**src/rtl/rx_frame_defs.sv**
```systemverilog
// Shared framing definitions: symbol codes, parser states and error causes.
// Imported by the parser, the classifier and any stream generator.
package rx_frame_defs;

    localparam logic [7:0] SYM_COM = 8'hBC;
    localparam logic [7:0] SYM_SKP = 8'h1C;
    localparam logic [7:0] SYM_STP = 8'hFB;
    localparam logic [7:0] SYM_SDP = 8'h5C;
    localparam logic [7:0] SYM_END = 8'hFD;
    localparam logic [7:0] SYM_IDL = 8'h7C;

    localparam int LOCK_COM_COUNT = 4;

    typedef enum logic [1:0] {
        ST_UNLOCKED = 2'd0,
        ST_LOCKED   = 2'd1,
        ST_IN_TLP   = 2'd2,
        ST_IN_DLLP  = 2'd3
    } state_t;

    typedef enum logic [2:0] {
        K_DATA = 3'd0,
        K_COM  = 3'd1,
        K_SKP  = 3'd2,
        K_STP  = 3'd3,
        K_SDP  = 3'd4,
        K_END  = 3'd5,
        K_IDL  = 3'd6
    } sym_kind_t;

    localparam logic [2:0] ERR_END_NO_START = 3'd1;
    localparam logic [2:0] ERR_STRAY_DATA   = 3'd2;
    localparam logic [2:0] ERR_OVERFLOW     = 3'd3;
    localparam logic [2:0] ERR_EMPTY        = 3'd4;
    localparam logic [2:0] ERR_NESTED       = 3'd5;
    localparam logic [2:0] ERR_TRUNCATED    = 3'd6;
    localparam logic [2:0] ERR_LEN_MISMATCH = 3'd7;

endpackage

```
**src/rtl/rx_sym_classify.sv**
```systemverilog
// Combinational symbol decoder: exactly one of the outputs is high for any byte.
module rx_sym_classify
    import rx_frame_defs::*;
(
    input  logic [7:0] data_in,
    output logic       is_com,
    output logic       is_skp,
    output logic       is_stp,
    output logic       is_sdp,
    output logic       is_end,
    output logic       is_idl,
    output logic       is_data
);

    assign is_com  = (data_in == SYM_COM);
    assign is_skp  = (data_in == SYM_SKP);
    assign is_stp  = (data_in == SYM_STP);
    assign is_sdp  = (data_in == SYM_SDP);
    assign is_end  = (data_in == SYM_END);
    assign is_idl  = (data_in == SYM_IDL);
    assign is_data = ~(is_com | is_skp | is_stp | is_sdp | is_end | is_idl);

endmodule

```
**src/rtl/rx_frame_parser.sv**
```systemverilog
// Receive framing parser: acquires COM lock, then extracts TLP/DLLP payloads
// with one registered cycle of latency and reports framing errors as pulses.
//
// Input handshake: valid_in qualifies data_in for one cycle; there is no
// backpressure, every valid byte is consumed. valid_out, pkt_done and err are
// single-cycle pulses; data_out/pkt_type/pkt_len/err_code are meaningful only
// alongside their qualifying pulse.
module rx_frame_parser
    import rx_frame_defs::*;
#(
    parameter int MAX_TLP  = 16,
    parameter int DLLP_LEN = 2
) (
    input  logic       clk,
    input  logic       reset_L,
    input  logic       valid_in,
    input  logic [7:0] data_in,
    output logic       locked,
    output logic       valid_out,
    output logic [7:0] data_out,
    output logic       pkt_done,
    output logic       pkt_type,
    output logic [4:0] pkt_len,
    output logic       err,
    output logic [2:0] err_code,
    output logic [7:0] pkt_cnt,
    output logic [1:0] state_dbg
);

    localparam logic [4:0] TLP_MAX_LEN  = 5'(MAX_TLP);
    localparam logic [4:0] DLLP_REQ_LEN = 5'(DLLP_LEN);
    localparam logic [1:0] COM_LAST     = 2'(LOCK_COM_COUNT - 1);

    logic is_com, is_skp, is_stp, is_sdp, is_end, is_idl, is_data;
    sym_kind_t kind;

    rx_sym_classify u_classify (
        .data_in (data_in),
        .is_com  (is_com),
        .is_skp  (is_skp),
        .is_stp  (is_stp),
        .is_sdp  (is_sdp),
        .is_end  (is_end),
        .is_idl  (is_idl),
        .is_data (is_data)
    );

    always_comb begin
        kind = K_DATA;
        unique case (1'b1)
            is_com:  kind = K_COM;
            is_skp:  kind = K_SKP;
            is_stp:  kind = K_STP;
            is_sdp:  kind = K_SDP;
            is_end:  kind = K_END;
            is_idl:  kind = K_IDL;
            is_data: kind = K_DATA;
            default: kind = K_DATA;
        endcase
    end

    state_t     state_q, state_d;
    logic [1:0] com_cnt_q, com_cnt_d;
    logic [4:0] len_q, len_d;
    logic       locked_q, locked_d;
    logic       valid_out_q, valid_out_d;
    logic [7:0] data_out_q, data_out_d;
    logic       pkt_done_q, pkt_done_d;
    logic       pkt_type_q, pkt_type_d;
    logic [4:0] pkt_len_q, pkt_len_d;
    logic       err_q, err_d;
    logic [2:0] err_code_q, err_code_d;
    logic [7:0] pkt_cnt_q, pkt_cnt_d;

    logic       in_tlp;
    logic [4:0] len_limit;

    assign in_tlp    = (state_q == ST_IN_TLP);
    assign len_limit = in_tlp ? TLP_MAX_LEN : DLLP_REQ_LEN;

    always_comb begin
        state_d     = state_q;
        com_cnt_d   = com_cnt_q;
        len_d       = len_q;
        locked_d    = locked_q;
        valid_out_d = 1'b0;
        data_out_d  = data_out_q;
        pkt_done_d  = 1'b0;
        pkt_type_d  = pkt_type_q;
        pkt_len_d   = pkt_len_q;
        err_d       = 1'b0;
        err_code_d  = err_code_q;
        pkt_cnt_d   = pkt_cnt_q;

        if (valid_in) begin
            case (state_q)
                ST_UNLOCKED: begin
                    if (kind == K_COM) begin
                        if (com_cnt_q == COM_LAST) begin
                            state_d   = ST_LOCKED;
                            locked_d  = 1'b1;
                            com_cnt_d = 2'd0;
                        end else begin
                            com_cnt_d = com_cnt_q + 2'd1;
                        end
                    end else begin
                        com_cnt_d = 2'd0;
                    end
                end

                ST_LOCKED: begin
                    case (kind)
                        K_STP: begin
                            state_d = ST_IN_TLP;
                            len_d   = 5'd0;
                        end
                        K_SDP: begin
                            state_d = ST_IN_DLLP;
                            len_d   = 5'd0;
                        end
                        K_END: begin
                            err_d      = 1'b1;
                            err_code_d = ERR_END_NO_START;
                        end
                        K_DATA: begin
                            err_d      = 1'b1;
                            err_code_d = ERR_STRAY_DATA;
                        end
                        default: ;
                    endcase
                end

                ST_IN_TLP, ST_IN_DLLP: begin
                    case (kind)
                        K_DATA: begin
                            // A byte beyond the length limit is dropped, not forwarded.
                            if (len_q == len_limit) begin
                                err_d      = 1'b1;
                                err_code_d = in_tlp ? ERR_OVERFLOW : ERR_LEN_MISMATCH;
                                state_d    = ST_LOCKED;
                            end else begin
                                valid_out_d = 1'b1;
                                data_out_d  = data_in;
                                len_d       = len_q + 5'd1;
                            end
                        end
                        K_END: begin
                            state_d = ST_LOCKED;
                            if (in_tlp && len_q == 5'd0) begin
                                err_d      = 1'b1;
                                err_code_d = ERR_EMPTY;
                            end else if (!in_tlp && len_q != DLLP_REQ_LEN) begin
                                err_d      = 1'b1;
                                err_code_d = ERR_LEN_MISMATCH;
                            end else begin
                                pkt_done_d = 1'b1;
                                pkt_type_d = ~in_tlp;
                                pkt_len_d  = len_q;
                                pkt_cnt_d  = pkt_cnt_q + 8'd1;
                            end
                        end
                        K_STP, K_SDP: begin
                            err_d      = 1'b1;
                            err_code_d = ERR_NESTED;
                            state_d    = (kind == K_STP) ? ST_IN_TLP : ST_IN_DLLP;
                            len_d      = 5'd0;
                        end
                        K_COM, K_IDL: begin
                            err_d      = 1'b1;
                            err_code_d = ERR_TRUNCATED;
                            state_d    = ST_LOCKED;
                        end
                        default: ;
                    endcase
                end

                default: state_d = ST_UNLOCKED;
            endcase
        end
    end

    always_ff @(posedge clk or negedge reset_L) begin
        if (!reset_L) begin
            state_q     <= ST_UNLOCKED;
            com_cnt_q   <= 2'd0;
            len_q       <= 5'd0;
            locked_q    <= 1'b0;
            valid_out_q <= 1'b0;
            data_out_q  <= 8'd0;
            pkt_done_q  <= 1'b0;
            pkt_type_q  <= 1'b0;
            pkt_len_q   <= 5'd0;
            err_q       <= 1'b0;
            err_code_q  <= 3'd0;
            pkt_cnt_q   <= 8'd0;
        end else begin
            state_q     <= state_d;
            com_cnt_q   <= com_cnt_d;
            len_q       <= len_d;
            locked_q    <= locked_d;
            valid_out_q <= valid_out_d;
            data_out_q  <= data_out_d;
            pkt_done_q  <= pkt_done_d;
            pkt_type_q  <= pkt_type_d;
            pkt_len_q   <= pkt_len_d;
            err_q       <= err_d;
            err_code_q  <= err_code_d;
            pkt_cnt_q   <= pkt_cnt_d;
        end
    end

    assign locked    = locked_q;
    assign valid_out = valid_out_q;
    assign data_out  = data_out_q;
    assign pkt_done  = pkt_done_q;
    assign pkt_type  = pkt_type_q;
    assign pkt_len   = pkt_len_q;
    assign err       = err_q;
    assign err_code  = err_code_q;
    assign pkt_cnt   = pkt_cnt_q;
    assign state_dbg = state_q;

endmodule

```
**config.mk**
```make
export PLATFORM = sky130hd
export DESIGN_NAME = rx_frame_parser
export DESIGN_NICKNAME = d
export VERILOG_FILES = /design/src/rtl/rx_frame_defs.sv /design/src/rtl/rx_sym_classify.sv /design/src/rtl/rx_frame_parser.sv
export SDC_FILE = /design/constraint.sdc
export NUM_CORES = 1
export LEC_CHECK = 0
export CAP_MARGIN = 20
export CORE_MARGIN = 1.5
export CORE_UTILIZATION = 35
export CTS_CLUSTER_DIAMETER = 150
export DETAILED_ROUTE_END_ITERATION = 6
export SLEW_MARGIN = 25
export SYNTH_ARGS = -nofsm -noshare
export SYNTH_HDL_FRONTEND = slang
export SYNTH_HIERARCHICAL = 1
export SYNTH_SLANG_ARGS = --single-unit
export TNS_END_PERCENT = 5
```
**constraint.sdc**
```tcl
create_clock -name clk -period 2.5 [get_ports clk]
set_clock_uncertainty 0.15 [all_clocks]
set_input_delay 0.75 -clock clk [delete_from_list [all_inputs] [get_ports clk]]
set_output_delay 0.75 -clock clk [all_outputs]
set_load 0.02 [all_outputs]
```
## Yosys cells after proc, flatten, opt, wreduce, memory -nomap -nowiden

Index checks and enable logic that the tools add are counted.

- Bits in registers: 38
- Bits of input ports: 11
- Output and inout port bits: 31
- Logic and storage cells: 105

- $add $sub $neg: 3
- Equality and inequality tests: 28
- Multiplexer cells: 38
- Bitwise operators: 4
- Reduce and logical (&&, ||, !) cells: 20

Operators with widths:

| operator | count |
|---|---|
| $eq A8 B8 Y1 const B | 3 |
| $pmux W5 S2 | 2 |
| $pmux W3 S6 | 1 |
| $eq A8 B7 Y1 const B | 2 |
| $mux W1 | 15 |
| $mux W5 | 3 |
| $mux W3 | 4 |
| $ne A3 B3 Y1 const B | 4 |
| $pmux W2 S3 | 2 |
| $pmux W3 S2 | 2 |
| $pmux W3 S4 | 1 |
| $reduce_and A6 Y1 | 2 |
| $mux W2 | 5 |
| $reduce_and A5 Y1 | 2 |
| $eq A3 B3 Y1 const B | 3 |
| $add A8 B1 Y8 const B | 1 |
| $eq A8 B5 Y1 const B | 1 |
| $reduce_and A4 Y1 | 2 |
| $reduce_or A2 Y1 | 4 |
| $eq A2 B2 Y1 const B | 3 |
| $ne A2 B2 Y1 const B | 3 |
| $add A5 B1 Y5 const B | 1 |
| $eq A5 B5 Y1 | 1 |
| $logic_not A5 Y1 | 1 |
| 21 further kinds | 25 |

## Longest topological paths before layout

Gate-level depths: netlist (run 1).

- Depth in word-level cells: 8
- Mapped depth: 11
- Gate-level depth less buffers: 8

## Hierarchy

The synthesis (run 1) kept the hierarchy.

Modules (own cells, without submodules):

| module | times used | cells an instance | area each (um^2) | sequential area each (um^2) |
|---|---|---|---|---|
| rx_frame_parser | 1 | 188 | 2,054.5 | 950.9 |
| rx_sym_classify | 1 | 17 | 126.4 | 0.0 |

## Worst setup path before layout (run 1)

Ideal clock, no wire load.

- Path type: input to register
- Start point: input port data_in[1]
- End point: register err_code_q[1], in the netlist err_code[1]
- Arrival: 2,948 ps
- Data required time: 2,222 ps
- Setup slack: -725 ps
- Cell stages on the path: 8
- Path buffers: 0
- Cells stage by stage: nand2b_1 or3_4 nor3_1 nor2_1 xnor2_1 o32ai_2 o31ai_2 mux2_1

- Longest elaborated chain between the ends: 6

RTL lines:

| item | line | RTL |
|---|---|---|
| start, declared | rx_frame_parser.sv:17 | `input logic [7:0] data_in,` |
| $eq A8 B7 Y1 (*) | rx_sym_classify.sv:20 | `assign is_idl = (data_in == SYM_IDL);` |
| net is_idl | rx_frame_parser.sv:34 | `logic is_com, is_skp, is_stp, is_sdp, is_end, is_idl, is_data;` |
| $pmux W3 S6 (*) | rx_frame_parser.sv:50 | `unique case (1'b1)` |
| $eq A3 B1 Y1, or another cell as far along | rx_frame_parser.sv:134 | `case (kind)` |
| $reduce_or A2 Y1 | n/a |  |
| $pmux W3 S4 / $ne A5 B3 Y1 (equally long branches) | n/a |  |
| $pmux W3 S2 / $reduce_and A6 Y1 (equally long branches) | n/a |  |
| end signal, assigned | rx_frame_parser.sv:207 | `err_code_q <= err_code_d;` |
| end, declared | rx_frame_parser.sv:72 | `logic [2:0] err_code_q, err_code_d;` |

Mark *: on every way through the listed nets, which the timed path passes. The rest lies on a longest branch. The select of a mux whose other input is x is not followed.
A chain may end at the register's enable or synchronous reset.

## Final worst setup path (run 1)

- Start point: input port data_in[7]
- End point: register data_out_q[7], in the netlist data_out[7]

- Longest elaborated chain between the ends: 4

RTL lines:

| item | line | RTL |
|---|---|---|
| $eq A8 B8 Y1 | rx_sym_classify.sv:17 | `assign is_stp = (data_in == SYM_STP);` |
| net is_stp | rx_frame_parser.sv:34 |  |
| $pmux W3 S6 | rx_frame_parser.sv:50 |  |
| $logic_not A3 Y1 | rx_frame_parser.sv:134 |  |
| $reduce_and A4 Y1 (no line) | n/a |  |
| end signal, assigned | rx_frame_parser.sv:202 | `data_out_q <= data_out_d;` |
| end, declared | rx_frame_parser.sv:67 | `logic [7:0] data_out_q, data_out_d;` |

The timed path passes the listed nets, and every way through them passes these cells.

==> results.md, run 1 <==
* Slew HR at 0.685
* Overall power at 1.32 mW
* Syn Inst Count at 201
* Sink Count at 38
* Vias in the first global route at 1,868
* Layout cell share with drive strength beyond 1 at 0.420
* Post-DP HPWL at 3.75 mm
* Post-synthesis instance area at 2150 um2
* Fin crit period at 2800 ps
* Kind of critical path: in -> reg
* Crit-path cells: dlygate4sd2_1 > nand2_2 > or3_4 > nor3b_2 > buf_4 > buf_4 > nor3_4 > and2_4 > o21ai_2 > nor3_2 > buf_12 > mux2_2
* Cell Pwr Density at 395 nW/um2
* Worst Hold Class: in -> async
* ANT nets after route at 0
* Status: complete, but fails checks
* Area growth syn-to-layout at 55.8%
* Ant diodes at 0
* DR WL/cell at 14.1 um
* Area of the die at 6620 um2
* Syn_nets at 217
* Vias at 1,865
* Crit-path most repeated cell: buf_4
* Post-route cell area at 3350 um2
* Initial Utilization at 0.363
* Initial antenna violation count at 0
* Mean post-synth cell area at 10.7 um2
* Unrepaired setup endpoints after global routing: true
* Worst EP arrival at 2830 ps
* YS warnings at 6
* Achievable Freq at 0.357 GHz
* Startpoint type of the worst setup path: input pin
* Largest net degree at the start of global routing at 21
* CTS tree: yes
* Routed WL at 5.19 mm
* Required @ worst endpoint at 2530 ps
* Critical Path Sink Type: flip-flop
* Max-cap violations at 0
* Critical Path Slowest Stage Cell: mux2_2
* Layout net count at 308
* FP Rows at 28
* WP buf/inv at 4
* Clock buffer depth at 2
* DRC viols at 0
* Root Buffer: clkbuf_8
* I/O pin count at 42
* Max rail drop VDD at 0.304 mV
* Final core occ at 0.565
* Static leakage at 1.50 nW
* DRT iter0 DRCs at 48
* Clock network latency to the later pin of the worst-skew pair at 290 ps
* Chip height at 81.3 um
* Num CTS Buffers at 5
* Fin. max-slew vios at 0
* Hold Fails Final Rpt at 0
* First-pass GRT wire length at 8.74 mm
* I/O Buffers at 41
* Drt pass-1 iters at 4
* Gr usage total at 0.173
* Failing checks: setup timing
* Total core area at 5920 um2
* Max FO, Critical Path at 11
* Post-Place Cell Area at 2960 um2
* Final setup violation count at 33
* Max H-tree Level at 2
* DR vias/cell at 5.07
* CTS clk-pin slew, worst paths at 80 ps
* Final WS setup at -298 ps
* Worst path top cell family by delay: simple AND/OR/NAND/NOR gates
* Final period utilization at 1.12
* Die Width at 81.3 um
* Worst Tran Pin Value at 473 ps
* Grt ovf at 0
* Final Hold Slack at 244 ps
* Final Wtd Congestion at 0.815
* Crit-path max cell delay at 330 ps
## final cells by class
| type | count | area [um2] |
|---|---|---|
| Clock buffer | 5 | 68.8 |
| Clock inverter | 3 | 68.8 |
| Fill cell | 523 | 2570 |
| Inverter | 9 | 33.8 |
| Multi-Input combinational cell | 142 | 1290 |
| Sequential cell | 38 | 951 |
| Tap cell | 75 | 93.8 |
| Timing Repair Buffer | 96 | 841 |
## repair_timing
action	CTS	global route
pin swaps	13	8
setup buffers	6	1
hold endpoints to repair	0	0
cloned	1	0
gates resized for setup	51	17
hold buffers	0	0
endpoints found under the setup margin	38	38
## final timing paths
path / start / to / slack, ps / depth (start not counted)
max in group asynchronous: reset_L / pkt_type / 1490 / 2
worst min register to register: locked / locked / 330 / 1
worst max-delay path: data_in[7] / data_out[7] / -300 / 12
min in group clk: locked / locked / 330 / 1
worst min-delay path: reset_L / err_code[0] / 240 / 1
worst max register to register: state_dbg[0] / data_out[7] / 150 / 6
## stage by stage
stage / std cells / setup WS [ps] / TNS, ps
after global routing: 368 / -396 / -11000
after detailed placement: 352 / -1070 / -35840
final: 368 / -298 / -7530
after global placement: 352 / -1070 / -34920
after floorplan: 201 / -482 / -12300
after CTS: 367 / -373 / -10060
## state kept, by name, indices dropped and copies added (netlist names)
| register | count |
|---|---|
| state_dbg | 2 |
| err_code | 3 |
| data_out | 8 |
| pkt_done | 1 |
| pkt_len | 5 |
| err | 1 |
| len_q | 5 |
| com_cnt_q | 2 |
| pkt_type | 1 |
| valid_out | 1 |
| locked | 1 |
| pkt_cnt | 8 |
## cells in the final DEF (no fill, tap or decap), types with 4 or more instances in the layout
cell / n
nand3_1: 4
buf_4: 46
ha_1: 5
xnor2_1: 7
dfrtp_1: 38
clkbuf_8: 5
nor2b_1: 4
inv_1: 9
mux2_4: 8
a21oi_1: 6
nand4_1: 5
nor3_1: 5
mux2_2: 8
buf_6: 7
clkdlybuf4s50_1: 32
nand2_1: 7
nor2_1: 11
## where the power goes
group | switching (mW) | internal (mW) | total [mW]
Clock | 0.234 | 0.400 | 0.634
Sequential | 0.000521 | 0.615 | 0.615
Combinational | 0.0389 | 0.0331 | 0.0721
Total | 0.273 | 1.05 | 1.32
## per-layer routing
layer | vias up | wire, um | GRT usage
met4 | 0 | 75 | 0.0621
met3 | 8 | 160 | 0.0382
li1 | 915 | - | -
met2 | 35 | 2620 | 0.283
met5 | - | 0 | 0
met1 | 907 | 2330 | 0.225
Power figures use the tool's default switching activity.
==> run 2: changes to the inputs <==
- DONT_BUFFER_PORTS: not set -> 1
- GPL_ROUTABILITY_DRIVEN: not set -> 0
- SLEW_MARGIN: 25 -> 0
==> run 2 against run 1 <==
Effect of this change: the flow still finishes with violations (setup timing); non-clock buffer count down 53; fmax grew 5.4%; design area down 19%; global-route usage decreased by 1.3 points; clock-buffer cell count unchanged; core utilization decreased by 11 points; setup slack better by 140 ps; cell count fell by 14%; wire length shrank 6.3%; register-to-register slack improved by 120 ps.
==> results.md, run 2 (synthesized netlist as in run 1, its figures left out) <==
* Achievable Freq at 0.377 GHz (+5.4%)
* Unrepaired setup endpoints after global routing: true
* Slew HR at 0.752 (+0.0676)
* Gr usage total at 0.161 (-0.0126)
* Top routing layer in use: met4
* Most common cell after layout, fill and taps aside: buf_4
* Vias in the first global route at 1,635 (-12%)
* Final period utilization at 1.06 (-0.0575)
* Grt ovf at 0 (unchanged)
* Largest net degree at the start of global routing at 39 (+86%)
* Cell Pwr Density at 475 nW/um2 (+20%)
* Layout cell share with drive strength beyond 1 at 0.379 (-0.0406)
* Fin. max-slew vios at 0 (unchanged)
* Area growth syn-to-layout at 26.4%
* Ant diodes at 0 (unchanged)
* Crit path from: data_in[1]
* FP Rows at 28 (unchanged)
* Clock buffer depth at 2 (unchanged)
* Highest-count cells in the layout ignoring fill and taps: 41 x buf_4, 38 x dfrtp_1, 13 x mux2_2, 12 x nor2_1
* Pre-CTS WS at -583 ps (+486 ps)
* DR vias/cell at 5.37 (+5.9%)
* Crit-path cells: nand2b_4 > or3_4 > nor4b_4 > buf_4 > xnor2_1 > o2111a_1 > buf_4 > o21a_1 > o31ai_2 > mux2_4
* Status: complete, but fails checks
* Chip height at 81.3 um (unchanged)
* Fin crit period at 2650 ps (-144 ps)
* Max FO, Critical Path at 5 (-6)
* Worst Tran Pin Value at 369 ps (-105 ps)
* I/O pin count at 42 (unchanged)
* Static leakage at 1.26 nW (-16%)
* DRC viols at 0 (unchanged)
* Drt pass-1 iters at 4 (unchanged)
* Die Width at 81.3 um (unchanged)
* Num CTS Buffers at 5 (unchanged)
* Critical Path Slowest Stage Cell: or3_4
* Max H-tree Level at 2 (unchanged)
* Met3 WL at 256 um (+60%)
* Clock network latency to the later pin of the worst-skew pair at 300 ps (about the same)
* CTS tree: yes
* Final core occ at 0.459 (-0.107)
* Critical Path Sink Type: flip-flop
* Initial Utilization at 0.363 (unchanged)
* Kind of critical path: in -> reg
* Failing checks: setup timing
* Vias at 1,691 (-9.3%)
* Area of the die at 6620 um2 (unchanged)
* Met2 WL at 2.44 mm (-6.9%)
* Required @ worst endpoint at 2540 ps (about the same)
* Fillers at 570 (+9.0%)
* Post-DP HPWL at 3.52 mm (-6.1%)
* Worst Hold Class: in -> async
* Root Buffer: clkbuf_8
* Internal reg-to-reg setup slack at 270 ps (+120 ps)
* DR WL/cell at 15.4 um (+9.5%)
* Max rail drop VDD at 0.209 mV (-31%)
* Final setup violation count at 30 (-9.1%)
* Critical Path Sink: err_code[1]
* Layout Cells excl Fill at 315 (-14%)
* I/O Buffers at 0 (-100%)
* Reg-to-Reg Start: len_q[1]
* Max-cap violations at 0 (unchanged)
* Placed Cells at 302 (-14%)
* Hold Fails Final Rpt at 0 (unchanged)
* RR Endpoint: err_code[0]
* Crit-path max cell delay at 360 ps (+30 ps)
* CTS clk-pin slew, worst paths at 80 ps (about the same)
* First-pass GRT wire length at 7.88 mm (-9.9%)
* Final WS setup at -154 ps (+144 ps)
* Routed WL at 4.86 mm (-6.3%)
* Crit-path most repeated cell: buf_4
* Sink Count at 38 (unchanged)
* Final Hold Slack at 128 ps (-116 ps)
* Total core area at 5920 um2 (unchanged)
* Worst EP arrival at 2690 ps (-140 ps)
* Startpoint type of the worst setup path: input pin
* ANT nets after route at 0 (unchanged)
* Met1 WL at 2.06 mm (-12%)
* Layout net count at 255 (-17%)
* Initial antenna violation count at 0 (unchanged)
* R2R cell count at 7 (+1)
* DRT iter0 DRCs at 84 (+75%)
==> run 2: changes by cell type in the layout (fill, tap and decap cells not counted), moves of 2 or more <==
cell / previous run / this run
nand2_2: 3 / 1
buf_4: 46 / 41
o31ai_2: 3 / 1
buf_6: 7 / 1
clkdlybuf4s50_1: 32 / 0
nand2_1: 7 / 9
clkbuf_2: 3 / 0
buf_2: 3 / 0
nor3_4: 2 / 0
mux2_4: 8 / 3
dlygate4sd2_1: 3 / 0
nor3_1: 5 / 8
o31ai_1: 0 / 3
mux2_2: 8 / 13
==> run 2: worst min-delay path by stage <==
stage	endpoint	slack, ps
after CTS	pkt_type	130
after detailed placement	com_cnt_q[0]	310
final	len_q[0]	130
after floorplan	com_cnt_q[0]	300
after global placement	err_code[0]	310
after global routing	pkt_type	130
==> run 2: power by group <==
group / internal [mW] / switching [mW] / total, mW
registers: 0.615 / 0.00138 / 0.616
clock network: 0.400 / 0.237 / 0.637
logic: 0.0158 / 0.0213 / 0.0371
==> run 2: metrics by stage <==
stage | total power, mW | TNS, ps | instance area (um2)
after CTS | 1.31 | -3530 | 2680
after floorplan | 0.644 | -12300 | 2160
after global routing | 1.34 | -5940 | 2720
after global placement | 0.648 | -15570 | 2460
after detailed placement | 0.648 | -16850 | 2460
final | 1.29 | -3090 | 2720
==> run 2: layout make-up <==
| cell class | instances | area [um2] | area share |
|---|---|---|---|
| inverter | 9 | 33.8 | 0.0124 |
| timing repair buffer | 43 | 339 | 0.125 |
| sequential | 38 | 951 | 0.350 |
| clock inverter | 3 | 68.8 | 0.0253 |
| clock buffer | 5 | 68.8 | 0.0253 |
| multi-input combinational | 142 | 1160 | 0.427 |
| tap | 75 | 93.8 | 0.0346 |
==> run 2: timing repair <==
action,in CTS,in global routing
pin swaps,4,3
cloned,1,0
setup buffers,2,1
setup endpoints to repair,32,33
hold buffers,1,0
hold endpoints to repair,38,0
resized for setup,13,5
==> run 2: worst max-delay path, delay by kind of cell <==
kind                      cells  cell delay [ps]
AOI/OAI and AO/OA             3              540
xor gates and xnor gates      1               70
buffers and inverters         2              310
muxes                         1              330
and+or+nand+nor               3              690
==> run 2: layer usage <==
layer | vias up | GRT usage
li1 | 810 | -
met1 | 833 | 0.192
met2 | 38 | 0.257
met3 | 10 | 0.0607
met4 | 0 | 0.0707
met5 | - | 0
==> run 3: changes to the inputs <==
--- a/config.mk
+++ b/config.mk
@@ -13,5 +13,5 @@
 export DONT_BUFFER_PORTS = 1
 export GPL_ROUTABILITY_DRIVEN = 0
-export SLEW_MARGIN = 0
+export SLEW_MARGIN = 5
 export SYNTH_ARGS = -nofsm -noshare
 export SYNTH_HDL_FRONTEND = slang
==> constraint.sdc (replaced) <==
create_clock -name clk -period 2.5 [get_ports clk]
set_clock_uncertainty 0.15 [all_clocks]
set_input_delay 0.5 -clock clk [delete_from_list [all_inputs] [get_ports clk]]
set_output_delay 0.5 -clock clk [all_outputs]
set_load 0.02 [all_outputs]
==> run 3 against run 2 <==
Effect of this change: the flow now finishes without violations; clock-buffer cell count stayed put; flip-flop and latch count stayed put; total power grew 0.39%; critical endpoint is now pkt_len[4]; largest power group unchanged; highest routed layer unchanged.
==> results.md, run 3 (synthesized netlist as in run 1, its figures left out) <==
* Status: finished clean
* Sink Count at 38 (unchanged)
* Critical Path Slowest Stage Cell: or3_4
* RR Endpoint: pkt_cnt[0]
* Combinational power share at 0.030 (about the same)
* Critical Path Sink Type: flip-flop
* Highest-count cells in the layout ignoring fill and taps: 40 x buf_4, 38 x dfrtp_1, 14 x mux2_2, 12 x nor2_1
* DRT iter0 DRCs at 54 (-36%)
* Chip height at 81.3 um (unchanged)
* Crit path from: data_in[1]
* Fin. max-slew vios at 0 (unchanged)
* Area growth syn-to-layout at 25.6%
* Final period utilization at 0.968 (-0.0938)
* Num CTS Buffers at 5 (unchanged)
* CTS clk-pin slew, worst paths at 80 ps (about the same)
* Unrepaired setup endpoints after global routing: true
* Ant diodes at 0 (unchanged)
* Drt pass-1 iters at 4 (unchanged)
* Hold Fails Final Rpt at 0 (unchanged)
* WHS Endpoint: data_out[0]
* CTS tree: yes
* DR WL/cell at 15.1 um (-1.9%)
* Clock network latency to the later pin of the worst-skew pair at 300 ps (about the same)
* Grt ovf at 0 (unchanged)
* WP buf/inv at 2 (unchanged)
* Required @ worst endpoint at 2540 ps (about the same)
* Setup TNS at 0 ps (+3090 ps)
* Total core area at 5920 um2 (unchanged)
* Slew HR at 0.739 (-0.0132)
* DRC viols at 0 (unchanged)
* Final setup violation count at 0 (-100%)
* Crit-path max cell delay at 370 ps (about the same)
* Worst Hold Class: in -> reg
* Max H-tree Level at 2 (unchanged)
* Worst path top cell family by delay: simple AND/OR/NAND/NOR gates
* Largest net degree at the start of global routing at 39 (unchanged)
* First-pass GRT wire length at 7.73 mm (-1.9%)
* Max FO, Critical Path at 8 (+3)
* Worst hold path depth at 1
* Final Hold Slack at 202 ps (+74.2 ps)
* Most common cell after layout, fill and taps aside: buf_4
* Internal reg-to-reg setup slack at 310 ps (+40 ps)
* DR vias/cell at 5.23 (-2.7%)
* Die Width at 81.3 um (unchanged)
* Reg-to-Reg Start: len_q[1]
* Startpoint type of the worst setup path: input pin
* Area of the die at 6620 um2 (unchanged)
* Net Switching at 0.264 mW (+1.6%)
* Fin crit period at 2420 ps (-234 ps)
* I/O pin count at 42 (unchanged)
* Vias in the first global route at 1,613 (-1.3%)
* Initial Utilization at 0.363 (unchanged)
* ANT nets after route at 0 (unchanged)
* Worst Tran Pin Value at 389 ps (+20.8 ps)
* Internal at 1.03 mW (about the same)
* Gr usage total at 0.153 (-0.00785)
* Vias at 1,646 (-2.7%)
* Max rail drop VDD at 0.303 mV (+45%)
* Achievable Freq at 0.413 GHz (+9.7%)
* Share of power burned in the clock network at 0.494 (about the same)
* Layout cell share with drive strength beyond 1 at 0.363 (-0.0167)
* Crit-path cells: nand2b_4 > or3_4 > nor4b_4 > buf_4 > a21o_1 > and2_4 > nor4bb_4 > buf_6 > mux2_2
* Post-DP HPWL at 3.50 mm (-0.69%)
* Max-cap violations at 0 (unchanged)
* Worst EP arrival at 2460 ps (-230 ps)
* Clock buffer depth at 2 (unchanged)
* Static leakage at 1.25 nW (-0.36%)
* Hold Path Origin: data_in[0]
* Cell Pwr Density at 480 nW/um2 (+1.0%)
* I/O Buffers at 0 (unchanged)
* Root Buffer: clkbuf_8
* R2R cell count at 8 (+1)
* Sequential share of power at 0.476 (-0.002)
* Layout net count at 255 (unchanged)
* Initial antenna violation count at 0 (unchanged)
* Kind of critical path: in -> reg
* Routed WL at 4.77 mm (-1.9%)
* Switching Fraction at 0.204 (+0.00246)
* FP Rows at 28 (unchanged)
## run 3: worst max-delay path by stage
stage | end | cells after the start
4_1_cts | pkt_cnt[7] | 10
6_report | pkt_len[4] | 9
5_1_grt | data_out[1] | 10
2_1_floorplan | err_code[1] | 8
3_5_place_dp | data_out[1] | 10
3_3_place_gp | pkt_cnt[1] | 9
## run 3: layer usage
layer / global-route usage / wire (um) / vias to the layer above
met5: 0 / 0 / -
met4: 0.0517 / 51 / 0
met3: 0.0472 / 234 / 5
met2: 0.252 / 2420 / 34
met1: 0.188 / 2060 / 794
li1: - / - / 813
## run 3: repair_timing
item	CTS	global route
pin swaps	1	1
gates resized for setup	5	10
gates cloned	1	0
hold buffers	2	0
endpoints found under the setup margin	18	26
setup buffers	2	0
hold endpoints to repair	38	0
## run 3: power by group through the flow
stage	Sequential (mW)	Combinational, mW	Clock [mW]
3_3_place_gp	0.629	0.0196	0
5_1_grt	0.616	0.0444	0.674
4_1_cts	0.616	0.0386	0.653
2_1_floorplan	0.628	0.0156	0
6_report	0.616	0.0393	0.640
3_5_place_dp	0.629	0.0199	0
## run 3: through the flow
step / util / instance area, um2 / std cells / total power, mW / worst slack, ps
3_3_place_gp: 0.416 / 2460 / 302 / 0.648 / -305
2_1_floorplan: - / 2160 / 201 / 0.644 / -232
5_1_grt: 0.456 / 2700 / 315 / 1.33 / -13.7
6_report: 0.456 / 2700 / 315 / 1.30 / 80.3
3_5_place_dp: 0.416 / 2460 / 302 / 0.649 / -366
4_1_cts: 0.451 / 2670 / 315 / 1.31 / -7.25
## run 3: final cells by class
class | count | area (um2)
fillers | 563 | 3220
multi-input cells | 142 | 1140
flip-flops and latches | 38 | 951
repair buffers | 43 | 342
well taps | 75 | 93.8
clock buffers | 5 | 68.8
clock inverters | 3 | 68.8
inverters | 9 | 33.8
